===== config.mk =====
export PLATFORM = sky130hd
export DESIGN_NAME = wb_port_arbiter
export DESIGN_NICKNAME = d
export VERILOG_FILES = /design/src/rtl/wb_pkg.sv /design/src/rtl/wb_fifo.sv /design/src/rtl/wb_port_arbiter.sv
export SDC_FILE = /design/constraint.sdc
export NUM_CORES = 1
export LEC_CHECK = 0
export ABC_AREA = 1
export CAP_MARGIN = 20
export CORE_MARGIN = 8
export CORE_UTILIZATION = 50
export CTS_CLUSTER_DIAMETER = 30
export DETAILED_ROUTE_END_ITERATION = 8
export GPL_TIMING_DRIVEN = 1
export PLACE_DENSITY = 0.78
export SYNTH_ARGS = -nofsm -noshare
export SYNTH_HDL_FRONTEND = slang
export SYNTH_HIERARCHICAL = 1
export SYNTH_SLANG_ARGS = --single-unit
export TNS_END_PERCENT = 50

===== constraint.sdc =====
create_clock -name clk -period 9.6 [get_ports clk]
set_input_delay 1.92 -clock clk [delete_from_list [all_inputs] [get_ports clk]]
set_output_delay 1.92 -clock clk [all_outputs]
set_load 0.01 [all_outputs]

===== src/rtl/wb_pkg.sv =====
// -----------------------------------------------------------------------------
// wb_pkg
// Shared types and constants for the register-file writeback port arbiter.
//   ADDRESS_WIDTH / DATA_WIDTH : register index and writeback data widths.
//   reg_idx_t, data_t          : register index and data types.
//   wb_entry_t                 : one writeback request {rd, data}.
//   X0                         : the hard-wired zero register index.
//   DEFAULT_FIFO_DEPTH / DEFAULT_STARVE_LIMIT : default top-level parameters.
// -----------------------------------------------------------------------------
package wb_pkg;

  localparam int ADDRESS_WIDTH = 5;
  localparam int DATA_WIDTH    = 32;
  localparam int NUM_REGS      = 1 << ADDRESS_WIDTH;

  localparam int DEFAULT_FIFO_DEPTH   = 4;
  localparam int DEFAULT_STARVE_LIMIT = 8;

  typedef logic [ADDRESS_WIDTH-1:0] reg_idx_t;
  typedef logic [DATA_WIDTH-1:0]    data_t;

  typedef struct packed {
    reg_idx_t rd;
    data_t    data;
  } wb_entry_t;

  localparam reg_idx_t X0 = '0;

  function automatic logic is_x0(input reg_idx_t r);
    return r == X0;
  endfunction

endpackage


===== src/rtl/wb_fifo.sv =====
// -----------------------------------------------------------------------------
// wb_fifo
// Synchronous FIFO of wb_entry_t used to buffer long-latency writeback results.
// Pointers carry one extra wrap bit so full and empty are distinguishable.
// Ports:
//   clk, rst_n : clock, asynchronous active-low reset (empties the FIFO)
//   i_push     : write i_entry at the tail (ignored when full)
//   i_entry    : entry to write
//   i_pop      : drop the head entry (ignored when empty)
//   o_head     : current head entry (valid when !o_empty)
//   o_full     : no free slot
//   o_empty    : no stored entry
// -----------------------------------------------------------------------------
module wb_fifo
  import wb_pkg::*;
#(
  parameter int DEPTH = DEFAULT_FIFO_DEPTH
) (
  input  logic      clk,
  input  logic      rst_n,
  input  logic      i_push,
  input  wb_entry_t i_entry,
  input  logic      i_pop,
  output wb_entry_t o_head,
  output logic      o_full,
  output logic      o_empty
);

  localparam int PW = $clog2(DEPTH);

  logic [PW:0] r_wr_ptr;
  logic [PW:0] r_rd_ptr;
  wb_entry_t   r_mem [DEPTH];
  logic        w_do_push;
  logic        w_do_pop;

  assign o_empty   = (r_wr_ptr == r_rd_ptr);
  assign o_full    = (r_wr_ptr[PW] != r_rd_ptr[PW]) &&
                     (r_wr_ptr[PW-1:0] == r_rd_ptr[PW-1:0]);
  assign o_head    = r_mem[r_rd_ptr[PW-1:0]];
  assign w_do_push = i_push && !o_full;
  assign w_do_pop  = i_pop && !o_empty;

  // NOTE: sequential state uses non-blocking assignments so every flop samples
  // the pre-edge value of every other flop, independent of block ordering.
  always_ff @(posedge clk or negedge rst_n) begin
    if (!rst_n) begin
      r_wr_ptr <= '0;
      r_rd_ptr <= '0;
    end else begin
      if (w_do_push) r_wr_ptr <= r_wr_ptr + 1'b1;
      if (w_do_pop)  r_rd_ptr <= r_rd_ptr + 1'b1;
    end
  end

  // NOTE: the storage array has no reset; the pointers alone define which
  // slots hold valid data, so clearing the contents would only cost area.
  always_ff @(posedge clk) begin
    if (w_do_push) r_mem[r_wr_ptr[PW-1:0]] <= i_entry;
  end

endmodule


===== src/rtl/wb_port_arbiter.sv =====
// -----------------------------------------------------------------------------
// wb_port_arbiter
// Owns the single register-file write port (WE3/AD3/WD3). Source A (in-order
// pipeline) always wins; source B (long-latency unit) is buffered in wb_fifo
// and drains when A is idle. A busy scoreboard tracks registers with an
// outstanding B result, and a starvation counter requests a one-cycle bubble
// when B has lost arbitration STARVE_LIMIT times in a row.
// Ports:
//   clk, rst_n                 : clock, asynchronous active-low reset
//   a_valid, a_rd, a_data      : pipeline writeback (no backpressure)
//   b_valid, b_ready, b_rd, b_data : long-latency result handshake
//   issue_valid, issue_rd      : long-latency op issued; marks issue_rd busy
//   rs1, rs2 / rs1_busy, rs2_busy : decode busy queries (combinational)
//   pipe_stall                 : registered one-cycle bubble request
//   WE3, AD3, WD3              : registered regfile write port
//   waw_err                    : sticky protocol-violation flag
// Optional build macro WB_PERF_EN adds 32-bit wrapping counters
//   perf_b_conflict, perf_b_full, perf_bubbles.
// -----------------------------------------------------------------------------
module wb_port_arbiter
  import wb_pkg::*;
#(
  parameter int FIFO_DEPTH   = DEFAULT_FIFO_DEPTH,
  parameter int STARVE_LIMIT = DEFAULT_STARVE_LIMIT
) (
  input  logic     clk,
  input  logic     rst_n,
  input  logic     a_valid,
  input  reg_idx_t a_rd,
  input  data_t    a_data,
  input  logic     b_valid,
  output logic     b_ready,
  input  reg_idx_t b_rd,
  input  data_t    b_data,
  input  logic     issue_valid,
  input  reg_idx_t issue_rd,
  input  reg_idx_t rs1,
  input  reg_idx_t rs2,
  output logic     rs1_busy,
  output logic     rs2_busy,
  output logic     pipe_stall,
  output logic     WE3,
  output reg_idx_t AD3,
  output data_t    WD3,
  output logic     waw_err
`ifdef WB_PERF_EN
  ,
  output logic [31:0] perf_b_conflict,
  output logic [31:0] perf_b_full,
  output logic [31:0] perf_bubbles
`endif
);

  localparam int SW = $clog2(STARVE_LIMIT + 1);
  localparam logic [SW-1:0] LIMIT = SW'(STARVE_LIMIT);

  // FIFO interface
  wb_entry_t w_b_entry;
  wb_entry_t w_head;
  logic      w_full;
  logic      w_empty;
  logic      w_push;
  logic      w_pop;
  logic      w_conflict;

  // Arbitration result
  logic      w_sel_valid;
  logic      w_sel_from_b;
  wb_entry_t w_sel;

  // Registered write port and scoreboard state
  logic                r_we3;
  logic                r_we3_from_b;
  reg_idx_t            r_ad3;
  data_t               r_wd3;
  logic [NUM_REGS-1:0] r_busy;
  logic [NUM_REGS-1:0] w_busy_next;
  logic                r_waw_err;
  logic                w_err_now;

  // Starvation / bubble
  logic [SW-1:0] r_starve_cnt;
  logic [SW-1:0] w_starve_next;
  logic          r_pipe_stall;
  logic          r_bubble_due;

  assign w_b_entry  = '{rd: b_rd, data: b_data};
  assign b_ready    = !w_full;
  assign w_push     = b_valid && !w_full;
  assign w_pop      = !a_valid && !w_empty;
  assign w_conflict = a_valid && !w_empty;

  wb_fifo #(
    .DEPTH (FIFO_DEPTH)
  ) u_fifo (
    .clk     (clk),
    .rst_n   (rst_n),
    .i_push  (w_push),
    .i_entry (w_b_entry),
    .i_pop   (w_pop),
    .o_head  (w_head),
    .o_full  (w_full),
    .o_empty (w_empty)
  );

  // NOTE: every combinational output gets a default first, so no path leaves
  // a variable unassigned and no latch is inferred.
  always_comb begin
    w_sel_valid  = 1'b0;
    w_sel_from_b = 1'b0;
    w_sel        = '0;
    if (a_valid) begin
      w_sel_valid = 1'b1;
      w_sel       = '{rd: a_rd, data: a_data};
    end else if (!w_empty) begin
      w_sel_valid  = 1'b1;
      w_sel_from_b = 1'b1;
      w_sel        = w_head;
    end
  end

  always_ff @(posedge clk or negedge rst_n) begin
    if (!rst_n) begin
      r_we3        <= 1'b0;
      r_we3_from_b <= 1'b0;
      r_ad3        <= '0;
      r_wd3        <= '0;
    end else begin
      // Writes to x0 are dropped at the port; the B entry is still consumed.
      r_we3        <= w_sel_valid && !is_x0(w_sel.rd);
      r_we3_from_b <= w_sel_from_b && !is_x0(w_sel.rd);
      if (w_sel_valid) begin
        r_ad3 <= w_sel.rd;
        r_wd3 <= w_sel.data;
      end
    end
  end

  // Clear is applied before set so a same-register issue in the retiring
  // cycle keeps the bit busy.
  always_comb begin
    w_busy_next = r_busy;
    if (r_we3_from_b)                         w_busy_next[r_ad3]    = 1'b0;
    if (issue_valid && !is_x0(issue_rd))      w_busy_next[issue_rd] = 1'b1;
  end

  assign w_err_now = (a_valid && !is_x0(a_rd) && r_busy[a_rd]) ||
                     (issue_valid && r_busy[issue_rd])           ||
                     (w_push && !r_busy[b_rd])                   ||
                     (r_bubble_due && a_valid);

  always_ff @(posedge clk or negedge rst_n) begin
    if (!rst_n) begin
      r_busy    <= '0;
      r_waw_err <= 1'b0;
    end else begin
      r_busy <= w_busy_next;
      if (w_err_now) r_waw_err <= 1'b1;
    end
  end

  always_comb begin
    w_starve_next = r_starve_cnt;
    if (w_pop)                                  w_starve_next = '0;
    else if (w_conflict && r_starve_cnt != LIMIT) w_starve_next = r_starve_cnt + 1'b1;
  end

  // The bubble fires only on the transition into the saturated value, which
  // makes it a single-cycle pulse even if A keeps winning afterwards.
  always_ff @(posedge clk or negedge rst_n) begin
    if (!rst_n) begin
      r_starve_cnt <= '0;
      r_pipe_stall <= 1'b0;
      r_bubble_due <= 1'b0;
    end else begin
      r_starve_cnt <= w_starve_next;
      r_pipe_stall <= (w_starve_next == LIMIT) && (r_starve_cnt != LIMIT);
      r_bubble_due <= r_pipe_stall;
    end
  end

  assign rs1_busy   = !is_x0(rs1) && r_busy[rs1];
  assign rs2_busy   = !is_x0(rs2) && r_busy[rs2];
  assign pipe_stall = r_pipe_stall;
  assign WE3        = r_we3;
  assign AD3        = r_ad3;
  assign WD3        = r_wd3;
  assign waw_err    = r_waw_err;

`ifdef WB_PERF_EN
  logic [31:0] r_perf_b_conflict;
  logic [31:0] r_perf_b_full;
  logic [31:0] r_perf_bubbles;

  always_ff @(posedge clk or negedge rst_n) begin
    if (!rst_n) begin
      r_perf_b_conflict <= '0;
      r_perf_b_full     <= '0;
      r_perf_bubbles    <= '0;
    end else begin
      if (w_conflict)           r_perf_b_conflict <= r_perf_b_conflict + 1'b1;
      if (b_valid && !b_ready)  r_perf_b_full     <= r_perf_b_full + 1'b1;
      if (r_pipe_stall)         r_perf_bubbles    <= r_perf_bubbles + 1'b1;
    end
  end

  assign perf_b_conflict = r_perf_b_conflict;
  assign perf_b_full     = r_perf_b_full;
  assign perf_bubbles    = r_perf_bubbles;
`endif

endmodule


==> results of run 1 <==
cell usage after synthesis (all sizes together):
master / n / area, um^2
and2: 1 / 6.260
o21ai: 172 / 860.8
clkinv: 1 / 3.750
a31oi: 2 / 12.51
nand3: 100 / 525.5
nor3: 10 / 55.05
a22oi: 15 / 112.6
o31ai: 8 / 60.06
ha: 7 / 87.58
xor2: 1 / 8.760
edfxtp: 148 / 4444
a21oi: 39 / 195.2
dfrtp: 84 / 2102
inv: 88 / 330.3
nand3b: 2 / 15.01
a21o: 1 / 7.510
nor2: 103 / 391.6
o21bai: 2 / 15.01
o22ai: 37 / 231.5
clkbuf: 17 / 65.06
o21a: 1 / 7.510
xnor2: 1 / 16.27
nand2: 284 / 1086
nand4: 5 / 31.28
o211ai: 11 / 82.58
buf: 40 / 235.2
power by group through the flow:
| stage | logic, uW | clock network (uW) | registers (uW) |
|---|---|---|---|
| after CTS | 1390 | 1320 | 1580 |
| final | 1390 | 1300 | 1590 |
| after floorplan | 810 | 0 | 1570 |
| after detailed placement | 1380 | 0 | 1590 |
| after global routing | 1540 | 1370 | 1620 |
| after global placement | 1340 | 0 | 1590 |
per-layer routing:
| metal | global-route usage [%] | routed length [um] | share of wire, % | vias up |
|---|---|---|---|---|
| met5 | 0 | 13 | 0.041 | - |
| met4 | 10.83 | 1299 | 4.1 | 2 |
| met3 | 5.940 | 3186 | 10 | 106 |
| met2 | 38.35 | 14820 | 47 | 463 |
| met1 | 28.77 | 12120 | 39 | 4464 |
| li1 | - | - | - | 4344 |
state kept, by name, summed over array words and instances (netlist names):
| signal | count |
|---|---|
| waw_err | 1 |
| r_we3_from_b | 1 |
| u_fifo/r_rd_ptr | 3 |
| WE3 | 1 |
| u_fifo/r_wr_ptr | 3 |
| r_bubble_due | 1 |
| WD3 | 32 |
| pipe_stall | 1 |
| r_busy | 32 |
| u_fifo/r_mem | 148 |
| AD3 | 5 |
| r_starve_cnt | 4 |
worst paths after layout:
kind	endpoint	slack (ns)	from
setup / recovery	rs1_busy	3.39	rs1[0]
hold reg to reg	r_bubble_due	0.38	pipe_stall
max in group asynchronous	u_fifo/r_rd_ptr[0]	7.09	rst_n
min in group asynchronous	WD3[12]	1.35	rst_n
setup reg to reg	u_fifo/r_mem[3][28]	6.69	u_fifo/r_rd_ptr[0]
hold / removal	r_bubble_due	0.38	pipe_stall
layout by cell type (no fill, tap or decap), types with 2 or more instances in the layout:
cell type / netlist / layout
nand2_1: 280 / 280
o21ai_0: 160 / 160
edfxtp_1: 148 / 148
clkdlybuf4s50_1: 0 / 134
nand3_1: 98 / 98
nor2_1: 101 / 96
dfrtp_1: 84 / 83
inv_1: 81 / 81
a21oi_1: 39 / 39
clkbuf_16: 0 / 38
o22ai_1: 37 / 37
a22oi_1: 15 / 15
o21ai_1: 12 / 12
buf_4: 5 / 12
o211ai_1: 11 / 11
nor3_1: 9 / 9
o31ai_1: 8 / 8
inv_2: 7 / 7
ha_1: 7 / 7
nand4_1: 5 / 5
clkinv_1: 1 / 5
inv_8: 0 / 5
nor2_4: 0 / 4
clkinv_2: 0 / 4
nor2_2: 2 / 3
inv_6: 0 / 3
clkinvlp_4: 0 / 3
clkbuf_1: 16 / 3
bufinv_16: 0 / 3
a31oi_1: 2 / 2
nand3b_1: 2 / 2
o21bai_1: 2 / 2
clkinv_4: 0 / 2
nand2_2: 2 / 2
nand2_4: 2 / 2
nand3_4: 2 / 2
area by class of cell:
class                   count  area (um^2)  area share, %
diodes                      1        2.502        0.01820
clock buffers              42        975.9          7.097
clock inverters            25        264.0          1.920
inverters                  89        334.1          2.429
multi-input cells         802         3841          27.93
flip-flops and latches    232         6548          47.61
well taps                 280        350.3          2.548
repair buffers            147         1436          10.44
logic make-up (layout without fill, tap and decap cells):
family | after synthesis | after routing | synth area share (%)
AOI/OAI and AO/OA | 288 | 288 | 14.43
xor gates and xnor gates | 2 | 2 | 0.2278
and+or+nand+nor | 505 | 505 | 19.21
DFF | 232 | 232 | 59.57
other | 0 | 1 | 0
adders and majority gates | 7 | 7 | 0.7970
buffers and inverters | 146 | 303 | 5.773
per-stage QoR:
step | area, um^2 | std cells | hold slack, ns | setup WS [ns] | utilization (%)
after floorplan | 10990 | 1180 | 0.4160 | 4.859 | -
after global routing | 13750 | 1617 | 0.3887 | 3.035 | 63.40
after CTS | 13750 | 1617 | 0.3865 | 3.440 | 63.40
after global placement | 12510 | 1550 | 0.3765 | 3.529 | 57.68
final | 13750 | 1618 | 0.3802 | 3.388 | 63.41
after detailed placement | 12510 | 1550 | 0.3762 | 3.448 | 57.68
==> results_dict.tcl, run 1 <==
set metrics [dict create \
    status "completed" \
    worstSetupPathType "in2out" \
    fp.dieW_um 164.3 \
    post_cts_resized 0 \
    start_kind "input port" \
    max_slew_margin_pct 33.39 \
    drt-pass1-iter-count 5 \
    fin_crit_sh_pct 64.70 \
    worstPathMaxFanout 19 \
    wl_per_cell_um 19.43 \
    worstSkewPairLatency_ns 0.51 \
    yosys_warnings 6 \
    cts_buffers 37 \
    p_per_area_nw_per_um2 311.8 \
    grt_max_degree 78 \
    grt_pass1_vias 9438 \
    via_per_inst 5.797 \
    min_path_cells 0 \
    wirelength_um 31440 \
    syn_avg_cell_area_um2 9.313 \
    finalHoldViolCount 0 \
    ant_nets 0 \
    gp_congestion 1.003 \
    grt-ovfl-total 0 \
    p_comb_share_pct 32.5 \
    p_int_uw 2705 \
    crit_family "buffers and inverters" \
    drt_iter0_drc 1042 \
    cp.arrival_ns 4.29 \
    finalPower_uw 4288 \
    max_cap_violations 0 \
    cts.clk_slew.worst_paths_ns 0.05 \
    yosysSeqAreaShare_pct 59.57 \
    start_util_pct 50.67 \
    power.share.clock_pct 30.4 \
    drc 0 \
    die_y_um 164.3 \
    synth_cell_types 37 \
    cts_root_buf "clkbuf_16" \
    required_ns 7.68 \
    cts_tree "done" \
    area_delta_synth_final_pct 25.14 \
    ios 137 \
    p_sw_share_pct 36.91 \
    syn-cell-area_um2 10990 \
    fin_skew_ns 0.02416 \
    postCtsSetupRepairBufs 0 \
    core-area_um2 21690 \
    vias 9379 \
    hpwlAfterDp_um 19730 \
    syn_inst 1180 \
    die_area_um2 26980 \
    path_depth 10 \
    tightest_slew_ns 0.9960 \
    cts.sinks 232 \
    rsz0062_at_grt "false" \
    p_leak_uw 0.005503 \
    end_kind "output pin" \
    final_nets 1410 \
    cts_max_level 2 \
    report.final.setup_viol 0 \
    critPathMaxStageDelay_ns 0.83 \
    irDropWorstVdd_v 0.0002023 \
    seq_power_share_pct 37.1 \
    synth_seq_cells 232 \
    ctsHoldBuffers 0 \
    portBuffers 136 \
    maxSlewViolCount 0 \
    power_switching_uw 1583 \
    slowest_stage "clkdlybuf4s50_1" \
    setup_tns_ns 0 \
    syn-num-nets 1281 \
    layout-drive-gt1-share_pct 7.180 \
    reg2reg_depth 12 \
    n_fill_cell 1717 \
    grt_first_pass_wirelength_um 50120 \
    cp_num_buf_inv 3 \
    cts_buffer_depth 3 \
    fin_crit_ns 6.212 \
    antenna_found_initial 2 \
    grt_usage_pct 23.44 \
    crit_top_cell "nand3_1" \
    crit_chain "clkdlybuf4s50_1, inv_1, a21oi_1, o21ai_0, nand3_1, nand3_1, nand3_1, nand2_1, nand2_1, clkdlybuf4s50_1" \
    holdCritPathClass "reg2reg" \
    max_freq_mhz 161.0 \
    rows 54 \
]
No activity file was read; power rests on OpenSTA's default activity.
==> inputs of run 2 (changes only) <==
--- a/config.mk
+++ b/config.mk
@@ -12,7 +12,7 @@
 export CTS_CLUSTER_DIAMETER = 30
 export DETAILED_ROUTE_END_ITERATION = 8
 export GPL_TIMING_DRIVEN = 1
-export PLACE_DENSITY = 0.78
+export PLACE_DENSITY = 0.81
 export SYNTH_ARGS = -nofsm -noshare
 export SYNTH_HDL_FRONTEND = slang
 export SYNTH_HIERARCHICAL = 1
==> constraint.sdc (replaced) <==
create_clock -name clk -period 5.3 [get_ports clk]
set_input_delay 1.06 -clock clk [delete_from_list [all_inputs] [get_ports clk]]
set_output_delay 1.06 -clock clk [all_outputs]
set_load 0.01 [all_outputs]
==> results_dict.tcl, run 2 (same netlist as run 1, synthesis figures left out) <==
set metrics [dict create \
    p_int_uw 4918 \
    maxSlewViolCount 0 \
    wirelength_um 32280 \
    fp.dieW_um 164.3 \
    fin_skew_ns 0.02163 \
    ant_nets 0 \
    cp_num_buf_inv 3 \
    antenna_found_initial 1 \
    critPathLaunch "rs2[1]" \
    reg2reg_depth 9 \
    largest_reg_flops 148 \
    power.share.clock_pct 29.8 \
    grt_max_degree 76 \
    cts_max_level 2 \
    max_cap_violations 0 \
    layout-drive-gt1-share_pct 6.992 \
    layoutNonFillerInstCount 1610 \
    cts_root_buf "clkbuf_16" \
    cts.clk_slew.worst_paths_ns 0.05 \
    max_slew_margin_pct 32.42 \
    die_area_um2 26980 \
    worstSetupPathType "in2out" \
    cp.arrival_ns 3.13 \
    power_switching_uw 2834 \
    grt_first_pass_wirelength_um 50090 \
    cts_buffer_depth 3 \
    crit_family "buffers and inverters" \
    die_y_um 164.3 \
    layout_commonest_cell "nand2_1" \
    via_per_inst 5.777 \
    p_comb_share_pct 32.5 \
    grt-ovfl-total 0 \
    drc 0 \
    holdCritPathClass "reg2reg" \
    drt_iter0_drc 758 \
    rrSetupSlack_ns 2.09 \
    p_leak_uw 0.005484 \
    ctsHoldBuffers 0 \
    diodes 0 \
    cts_buffers 34 \
    status "completed" \
    postCtsSetupRepairBufs 0 \
    dp_cells 1552 \
    ios 137 \
    end_kind "output pin" \
    p_sw_share_pct 36.55 \
    irDropWorstVdd_v 0.0004546 \
    seq_power_share_pct 37.7 \
    area_delta_synth_final_pct 24.68 \
    core-area_um2 21690 \
    max_freq_mhz 238.6 \
    rows 54 \
    n_fill_cell 1684 \
    post_cts_resized 0 \
    fin_hold_ws_ns 0.3789 \
    critPathMaxStageDelay_ns 0.68 \
    cts.sinks 232 \
    grt_usage_pct 23.81 \
    setup_tns_ns 0 \
    slowest_stage "clkdlybuf4s50_1" \
    p_per_area_nw_per_um2 565.8 \
    report.final.setup_viol 0 \
    required_ns 4.24 \
    fin_crit_sh_pct 79.07 \
    final_nets 1409 \
    portBuffers 136 \
    fin_crit_ns 4.190 \
    cp-endpoint "rs2_busy" \
    vias 9301 \
    path_depth 9 \
    crit_chain "clkdlybuf4s50_1, inv_1, a21oi_1, o21ai_0, a21oi_1, nand3b_1, nand3b_1, nand2_1, clkdlybuf4s50_1" \
    r2r_start "u_fifo/r_rd_ptr[0]" \
    grt_pass1_vias 9198 \
    start_util_pct 50.67 \
    worstPathMaxFanout 10 \
    rsz0062_at_grt "false" \
    hpwlAfterDp_um 20760 \
    worstSkewPairLatency_ns 0.49 \
    drt-pass1-iter-count 5 \
    wl_per_cell_um 20.05 \
    rr_endpoint "u_fifo/r_mem[2][30]" \
    cts_tree "done" \
    start_kind "input port" \
    tightest_slew_ns 1.014 \
    gp_congestion 0.9607 \
    mostFrequentLayoutCells "nand2_1, o21ai_0, edfxtp_1" \
    finalHoldViolCount 0 \
]
run 2: cell types whose count changed in the layout (fill, tap and decap cells not counted), moves of 3 or more:
cell / before / now
clkinv_1: 5 / 1
clkbuf_16: 38 / 34
bufinv_16: 3 / 6
inv_8: 5 / 1
run 2: worst min-delay path by stage:
stage	start	end	slack (ns)	depth (start not counted)
after global routing	pipe_stall	r_bubble_due	0.42	0
after global placement	pipe_stall	r_bubble_due	0.37	0
after floorplan	pipe_stall	r_bubble_due	0.42	0
final	pipe_stall	r_bubble_due	0.38	0
after detailed placement	pipe_stall	r_bubble_due	0.37	0
after CTS	pipe_stall	r_bubble_due	0.38	0
run 2: routing by layer:
layer	share of wire, %	track usage [%]	up-vias
met5	0.040	0	-
met4	3.5	10.17	2
met3	9.3	5.464	85
met2	49	40.09	490
met1	38	28.93	4383
li1	-	-	4341
run 2: metrics by stage:
stage	total power [uW]	instance area (um^2)	util, %	setup WS, ns
5_1_grt	8154	13700	63.18	0.8981
3_5_place_dp	5422	12520	57.75	1.127
6_report	7752	13700	63.18	1.110
2_1_floorplan	4310	10990	-	1.840
3_3_place_gp	5319	12520	57.75	1.138
4_1_cts	7774	13700	63.18	1.125
run 2: final cells by class:
cell class,count,area (um^2),share of cell area (%)
repair buffers,149,1451,10.59
flip-flops and latches,232,6548,47.79
well taps,280,350.3,2.557
clock buffers,40,903.4,6.593
inverters,89,334.1,2.438
multi-input cells,802,3841,28.03
clock inverters,18,274.0,2.000
run 2: power by group through the flow:
stage	Combinational (uW)	Sequential (uW)	Clock [uW]
2_1_floorplan	1470	2840	0
3_3_place_gp	2400	2920	0
3_5_place_dp	2480	2940	0
4_1_cts	2520	2920	2340
5_1_grt	2770	2970	2410
6_report	2520	2920	2310
==> inputs of run 3 (changes only) <==
--- a/config.mk
+++ b/config.mk
@@ -12,7 +12,7 @@
 export CTS_CLUSTER_DIAMETER = 30
 export DETAILED_ROUTE_END_ITERATION = 8
 export GPL_TIMING_DRIVEN = 1
-export PLACE_DENSITY = 0.81
+export PLACE_DENSITY = 0.78
 export SYNTH_ARGS = -nofsm -noshare
 export SYNTH_HDL_FRONTEND = slang
 export SYNTH_HIERARCHICAL = 1
==> constraint.sdc (replaced) <==
create_clock -name clk -period 3.9 [get_ports clk]
set_input_delay 0.78 -clock clk [delete_from_list [all_inputs] [get_ports clk]]
set_output_delay 0.78 -clock clk [all_outputs]
set_load 0.01 [all_outputs]
==> results_dict.tcl, run 3 (same netlist as run 1, synthesis figures left out) <==
set metrics [dict create \
    status "completed" \
    end_kind "output pin" \
    drc 0 \
    diodes 0 \
    critPathMaxStageDelay_ns 0.67 \
    holdCritPathClass "reg2reg" \
    wl_per_cell_um 18.85 \
    cts_max_level 2 \
    worstPathMaxFanout 10 \
    die_y_um 164.3 \
    wirelength_um 30590 \
    worstSkewPairLatency_ns 0.51 \
    worstSetupPathType "in2out" \
    portBuffers 136 \
    max_slew_margin_pct 32.77 \
    postCtsSetupRepairBufs 0 \
    cts_tree "done" \
    largest_reg_flops 148 \
    fin_hold_ws_ns 0.3826 \
    drt_iter0_drc 868 \
    grt_usage_pct 22.77 \
    maxSlewViolCount 0 \
    start_kind "input port" \
    ctsHoldBuffers 0 \
    fp.dieW_um 164.3 \
    required_ns 3.12 \
    p_per_area_nw_per_um2 768.8 \
    start_util_pct 50.67 \
    grt_first_pass_wirelength_um 48580 \
    fin_crit_sh_pct 93.81 \
    ios 137 \
    slowest_stage "clkdlybuf4s50_1" \
    max_freq_mhz 273.3 \
    grt_pass1_vias 9101 \
    drt-pass1-iter-count 6 \
    core-area_um2 21690 \
    mostFrequentLayoutCells "nand2_1, o21ai_0, edfxtp_1" \
    hpwlAfterDp_um 19660 \
    final_nets 1417 \
    rsz0062_at_grt "false" \
    crit_chain "clkdlybuf4s50_1, inv_1, a21oi_1, o21ai_0, a21oi_1, nand3b_1, nand3b_1, nand2_1, clkdlybuf4s50_1" \
    reg2reg_depth 9 \
    cts_root_buf "clkbuf_16" \
    cts_buffer_depth 3 \
    layout_commonest_cell "nand2_1" \
    finalHoldViolCount 0 \
    rows 54 \
    vias 9251 \
    p_leak_uw 0.005554 \
    gp_congestion 0.9707 \
    grt-ovfl-total 0 \
    utilization_pct 63.87 \
    irDropWorstVdd_v 0.0004413 \
    ant_nets 0 \
    area_delta_synth_final_pct 26.06 \
    antenna_found_initial 1 \
    critPathLaunch "rs2[1]" \
    max_cap_violations 0 \
    cp-endpoint "rs2_busy" \
    r2r_start "u_fifo/r_wr_ptr[0]" \
    fin_skew_ns 0.01217 \
    cts.clk_slew.worst_paths_ns 0.04 \
    setup_tns_ns 0 \
    tightest_slew_ns 1.008 \
    rr_endpoint "u_fifo/r_mem[1][7]" \
    cts.sinks 232 \
    die_area_um2 26980 \
    rrSetupSlack_ns 1.39 \
    report.final.setup_viol 0 \
    layout-drive-gt1-share_pct 7.669 \
    cts_buffers 36 \
    post_cts_resized 0 \
    fin_crit_ns 3.659 \
    via_per_inst 5.700 \
    cp.arrival_ns 2.88 \
    grt_max_degree 77 \
]
==> run 3: cell count changes in the layout (fill, tap and decap cells not counted) <==
cell / change
clkbuf_1: +2
buf_4: +5
inv_8: -1
clkinv_2: -2
clkinv_4: +2
inv_6: +1
inv_16: +1
clkinv_1: +1
buf_12: +1
clkinvlp_4: +1
clkbuf_16: +2
==> run 3: report_power, final <==
part           switching [uW]  internal, uW
logic                    2190          1240
registers                 519          3400
clock network            1130          2170
==> run 3: layout make-up <==
cell class	count	area (um^2)
fillers	1715	7835
flip-flops and latches	232	6548
multi-input cells	802	3841
repair buffers	155	1509
clock buffers	44	960.9
well taps	280	350.3
inverters	89	334.1
clock inverters	21	310.3
==> run 3: layer usage <==
| layer | track usage, % | up-vias | routed length [um] |
|---|---|---|---|
| met4 | 9.876 | 2 | 1114 |
| met1 | 28.94 | 4363 | 12200 |
| met5 | 0 | - | 13 |
| met3 | 5.263 | 78 | 2776 |
| met2 | 36.76 | 451 | 14490 |
| li1 | - | 4357 | - |
==> run 3: worst min-delay path by stage <==
stage | start | endpoint | cells after the start
6_report | pipe_stall | r_bubble_due | 0
5_1_grt | pipe_stall | r_bubble_due | 0
2_1_floorplan | pipe_stall | r_bubble_due | 0
4_1_cts | pipe_stall | r_bubble_due | 0
3_5_place_dp | pipe_stall | r_bubble_due | 0
3_3_place_gp | pipe_stall | r_bubble_due | 0
==> run 3: critical path, delay by kind of cell <==
family                 cells  cell delay (ns)
AO/OA/AOI/OAI              3             0.41
buffers and inverters      3             1.43
AND/OR/NAND/NOR            3             0.25
==> run 3: stage by stage <==
step / setup WS [ns] / std cells / total power, uW / instance area (um^2)
after floorplan: 0.6425 / 1180 / 5857 / 10990
after global placement: 0.3547 / 1558 / 7230 / 12580
after detailed placement: 0.2741 / 1558 / 7316 / 12580
after CTS: 0.2674 / 1623 / 10680 / 13850
after global routing: 0.07061 / 1623 / 11230 / 13850
final: 0.2414 / 1623 / 10650 / 13850
